===== src/rtl/edge_qualifier.sv =====
// Debounces a single-bit level: a change is accepted only after STABLE_CYCLES equal samples.
// Optional macro EDGE_QUALIFIER_SYNC_EN adds a two-flop input synchronizer (two cycles of latency).
module edge_qualifier #(
    parameter int STABLE_CYCLES = 4
) (
    input  logic       clk,
    input  logic       reset_n,
    input  logic       in_data,
    output logic       out_level,
    output logic       rise_pulse,
    output logic       fall_pulse,
    output logic       busy,
    output logic [7:0] glitch_cnt,
    output logic [1:0] dbg_state
);

    typedef enum logic [1:0] {
        LOW       = 2'd0,
        QUAL_HIGH = 2'd1,
        HIGH      = 2'd2,
        QUAL_LOW  = 2'd3
    } state_t;

    // The sample that completes qualification is the one taken while run_cnt holds STABLE_CYCLES-1.
    localparam logic [7:0] LAST_RUN = 8'(STABLE_CYCLES - 1);
    localparam bit         BYPASS   = (STABLE_CYCLES == 1);

    state_t     state, state_next;
    logic [7:0] run_cnt, run_cnt_next;
    logic       sample;
    logic       accept_rise, accept_fall, reject;
    logic       out_level_next, rise_next, fall_next, busy_next;
    logic [7:0] glitch_next;

`ifdef EDGE_QUALIFIER_SYNC_EN
    logic [1:0] sync_q;

    always_ff @(posedge clk or negedge reset_n) begin
        if (!reset_n) sync_q <= 2'b00;
        else          sync_q <= {sync_q[0], in_data};
    end

    assign sample = sync_q[1];
`else
    assign sample = in_data;
`endif

    // State register; every output is registered alongside the state.
    always_ff @(posedge clk or negedge reset_n) begin
        if (!reset_n) begin
            state      <= LOW;
            run_cnt    <= 8'd0;
            out_level  <= 1'b0;
            rise_pulse <= 1'b0;
            fall_pulse <= 1'b0;
            busy       <= 1'b0;
            glitch_cnt <= 8'd0;
        end else begin
            state      <= state_next;
            run_cnt    <= run_cnt_next;
            out_level  <= out_level_next;
            rise_pulse <= rise_next;
            fall_pulse <= fall_next;
            busy       <= busy_next;
            glitch_cnt <= glitch_next;
        end
    end

    // Next-state logic.
    always_comb begin
        state_next   = state;
        run_cnt_next = run_cnt;
        accept_rise  = 1'b0;
        accept_fall  = 1'b0;
        reject       = 1'b0;
        case (state)
            LOW: begin
                if (sample) begin
                    if (BYPASS) begin
                        state_next  = HIGH;
                        accept_rise = 1'b1;
                    end else begin
                        state_next   = QUAL_HIGH;
                        run_cnt_next = 8'd1;
                    end
                end
            end
            QUAL_HIGH: begin
                if (!sample) begin
                    state_next   = LOW;
                    run_cnt_next = 8'd0;
                    reject       = 1'b1;
                end else if (run_cnt == LAST_RUN) begin
                    state_next   = HIGH;
                    run_cnt_next = 8'd0;
                    accept_rise  = 1'b1;
                end else begin
                    run_cnt_next = run_cnt + 8'd1;
                end
            end
            HIGH: begin
                if (!sample) begin
                    if (BYPASS) begin
                        state_next  = LOW;
                        accept_fall = 1'b1;
                    end else begin
                        state_next   = QUAL_LOW;
                        run_cnt_next = 8'd1;
                    end
                end
            end
            QUAL_LOW: begin
                if (sample) begin
                    state_next   = HIGH;
                    run_cnt_next = 8'd0;
                    reject       = 1'b1;
                end else if (run_cnt == LAST_RUN) begin
                    state_next   = LOW;
                    run_cnt_next = 8'd0;
                    accept_fall  = 1'b1;
                end else begin
                    run_cnt_next = run_cnt + 8'd1;
                end
            end
            default: begin
                state_next   = LOW;
                run_cnt_next = 8'd0;
            end
        endcase
    end

    // Output logic: values loaded into the output registers on the next edge.
    always_comb begin
        out_level_next = out_level;
        if (accept_rise) out_level_next = 1'b1;
        if (accept_fall) out_level_next = 1'b0;
        rise_next   = accept_rise;
        fall_next   = accept_fall;
        busy_next   = (state_next == QUAL_HIGH) || (state_next == QUAL_LOW);
        glitch_next = glitch_cnt;
        if (reject && (glitch_cnt != 8'hFF)) glitch_next = glitch_cnt + 8'd1;
    end

    assign dbg_state = state;

endmodule


===== config.mk =====
export PLATFORM = sky130hd
export DESIGN_NAME = edge_qualifier
export DESIGN_NICKNAME = d
export VERILOG_FILES = /design/src/rtl/edge_qualifier.sv
export SDC_FILE = /design/constraint.sdc
export NUM_CORES = 1
export LEC_CHECK = 0
export CELL_PAD_IN_SITES_DETAIL_PLACEMENT = 0
export CELL_PAD_IN_SITES_GLOBAL_PLACEMENT = 1
export CORE_ASPECT_RATIO = 1.75
export CORE_MARGIN = 3
export CORE_UTILIZATION = 43
export DETAILED_ROUTE_END_ITERATION = 10
export MAX_ROUTING_LAYER = met4
export PLACE_DENSITY_LB_ADDON = 0.12
export SLEW_MARGIN = 40
export SYNTH_ARGS = -nofsm -noshare
export SYNTH_HDL_FRONTEND = slang
export SYNTH_SLANG_ARGS = --single-unit

===== constraint.sdc =====
create_clock -name clk -period 4.02 [get_ports clk]
set_input_delay 0.804 -clock clk [delete_from_list [all_inputs] [get_ports clk]]
set_output_delay 0.804 -clock clk [all_outputs]
set_load 0.05 [all_outputs]

==> impl_metrics.toml <==
[status]
outcome = "complete, no violations"

[placed_design]
placedCellCount = 127
dp_hpwl_microns = 1410
io_buffers = 16
post-place-ws_ns = 1.34
routabilityCongestion = 0.801

[route]
via_per_inst = 5.63
ant_nets = 0
route.detailed.drc = 0
dr.pass1.iters = 4
vias = 738
initialDrtViolationCount = 18
detail_route.wl_per_cell_microns = 14.5
drt-total-wl_microns = 1900

[grt]
grt_first_pass_wirelength_microns = 3160
grt_overflow = 0
grt_pass1_vias = 729
grt_max_degree = 22
antenna_found_initial = 0
grt.total_usage_pct = 13.9

[worst_setup_path]
crit_family = "buffers and inverters"
arrival_ns = 1.64
r2r-start = "run_cnt[0]"
crit_type = "reg2out"
r2r_slack_ns = 2.07
worstSetupEndpointType = "primary output"
cp_max_fo = 6
crit_path_start = "glitch_cnt[3]"
crit_cells = 1
worst-path-buf-inv = 1
worst-endpoint-required_ns = 3.22
cp_cell_sequence = "clkdlybuf4s50_1"
r2r-end = "run_cnt[2]"
endpoint = "glitch_cnt[3]"
reg2reg_depth = 5
cp-start-kind = "flop"
crit_slowest_cell = "clkdlybuf4s50_1"
slowest_delay_ns = 0.84

[synthesis]
synth_most_common_cell = "dfrtp_1"
synth_xor_area_share_pct = 9.39
async_reset_ff_share_pct = 100
synthMuxAreaShare_pct = 2.22
syn_area_sq_um = 1010
synth_compound_area_share_pct = 12.5
synth_top_area_cell = "dfrtp_1"
synth_edf_count = 0
synth_warnings = 0
ys_seq_area_share_pct = 51.9
synthAdderAreaFrac_pct = 2.47
synth_seq_cells = 21
synth.area.top_cells = "dfrtp_1, xor2_1, xnor2_1"
synth_area_per_cell_sq_um = 11.4
syn_nets = 94
ys.flop_type = "dfrtp_1"
synth.top_cell.area_share_pct = 51.9
netlist-cell-type-count = 30
synth_top_family_by_area = "simple AND/OR/NAND/NOR gates"
yosys-top-cells-count = "dfrtp_1, nand2_1, nor2_1, xor2_1"
netlist_instances = 89
synthSimpleGateAreaFrac_pct = 18.2

[timing]
clock_skew_ns = 0.0180
finalSetupViolCount = 0
rsz0062_at_grt = "false"
tns_ns = 0
hold_violations = 0
max_freq_mhz = 410
setup_slack_ns = 1.58
min_period_ns = 2.44
slew_headroom_pct = 52.9
slew_viol_final = 0
period_share_pct = 60.7
worstMarginPinSlew_ns = 0.705

[clock_tree]
cts_setup_buffers = 0
cts_tree = "built"
cts_max_path_buffers = 2
ctsHoldBuffers = 0
cts_made_buffers = 3
cts.clk_slew.worst_paths_ns = 0.12
clock_latency_ns = 0.31
htreeDepth = 1
cts_resized = 0
cts-root-buf = "clkbuf_4"
clock-sinks = 21

[finish]
final_layout_size_suffix_gt1_share_pct = 13.1
fin_cells = 131
n_fill_cell = 196
n_antenna_cell = 0
finalNetCount = 113
area_delta_synth_final_pct = 19.2
fin_util_pct = 55.5

[power]
ir_worst_vdd_mv = 0.495
leakage_nw = 0.543
p_per_area_nw_per_um2 = 735

[floorplanning]
die_w_microns = 42.7
dieArea_sq_um = 3000
rows = 22
dieHeight_microns = 70.2
start_util_pct = 46.5
pin_count = 17
core_sq_um = 2170

[hold_path]
hold_path.class = "in2async"

[flow_run]
max_cap_viol_count = 0
-- flip-flops by register name, summed over array words and instances, names as in the netlist --
name,flops
fall_pulse,1
dbg_state,2
out_level,1
run_cnt,8
glitch_cnt,8
rise_pulse,1
-- worst min path at each step --
| stage | startpoint | end | slack (ns) | cells after the start |
|---|---|---|---|---|
| after global placement | glitch_cnt[7] | glitch_cnt[7] | 0.49 | 1 |
| after CTS | reset_n | run_cnt[3] | 0.44 | 1 |
| after global routing | reset_n | run_cnt[3] | 0.45 | 1 |
| after floorplan | run_cnt[1] | run_cnt[1] | 0.49 | 1 |
| after detailed placement | glitch_cnt[7] | glitch_cnt[7] | 0.49 | 1 |
| final | reset_n | run_cnt[1] | 0.42 | 1 |
-- kinds of logic after synthesis --
| logic type | Yosys count |
|---|---|
| AOI/OAI and AO/OA | 16 |
| xor gates and xnor gates | 10 |
| adders and majority gates | 2 |
| buffers and inverters | 6 |
| DFF | 21 |
| muxes | 2 |
| and+or+nand+nor | 32 |
-- layer usage --
layer  share of wire [%]  vias to the layer above  wire length (microns)  global-route usage [%]
li1                    -                      358                      -                       -
met1                  43                      352                    825                    17.3
met2                  49                       19                    940                    20.9
met3                 3.6                        9                     69                    1.80
met4                 3.6                        0                     68                    8.30
met5                   0                        -                      0                       -
-- area by class of cell --
class,instances,area (sq um),area share (%)
sequential,21,526,43.6
multi-input combinational,62,453,37.6
timing repair buffer,16,155,12.9
tap,24,30.0,2.49
clock buffer,3,22.5,1.87
inverter,4,15.0,1.24
clock inverter,1,5.00,0.415
-- report_power, final --
part	internal [mW]	switching, mW
registers	0.266	0.0739
logic	0.160	0.286
clock network	0.0372	0.0638
total	0.463	0.423
-- placed cells by master, fill, tap and decap left out, types with 2 or more instances in the layout --
cell             instances
dfrtp_1                 21
clkdlybuf4s50_1         15
nand2_1                  6
nor2_1                   5
xor2_1                   5
and3_1                   4
inv_1                    4
nand3_1                  4
xnor2_1                  4
a31oi_1                  4
a22o_1                   3
nand4_1                  3
a21oi_1                  3
clkbuf_4                 3
nor3_1                   2
o21ai_0                  2
mux2_2                   2
nand2b_1                 2
ha_1                     2
-- stage by stage --
step | cell area (sq um) | total power [mW] | hold WS (ns)
global placement | 1180 | 0.787 | 0.490
floorplan | 1010 | 0.669 | 0.492
detailed placement | 1180 | 0.792 | 0.494
global route | 1210 | 0.941 | 0.455
finish | 1210 | 0.887 | 0.418
CTS | 1210 | 0.894 | 0.440
Note: power is estimated with default switching activity, not from simulation.
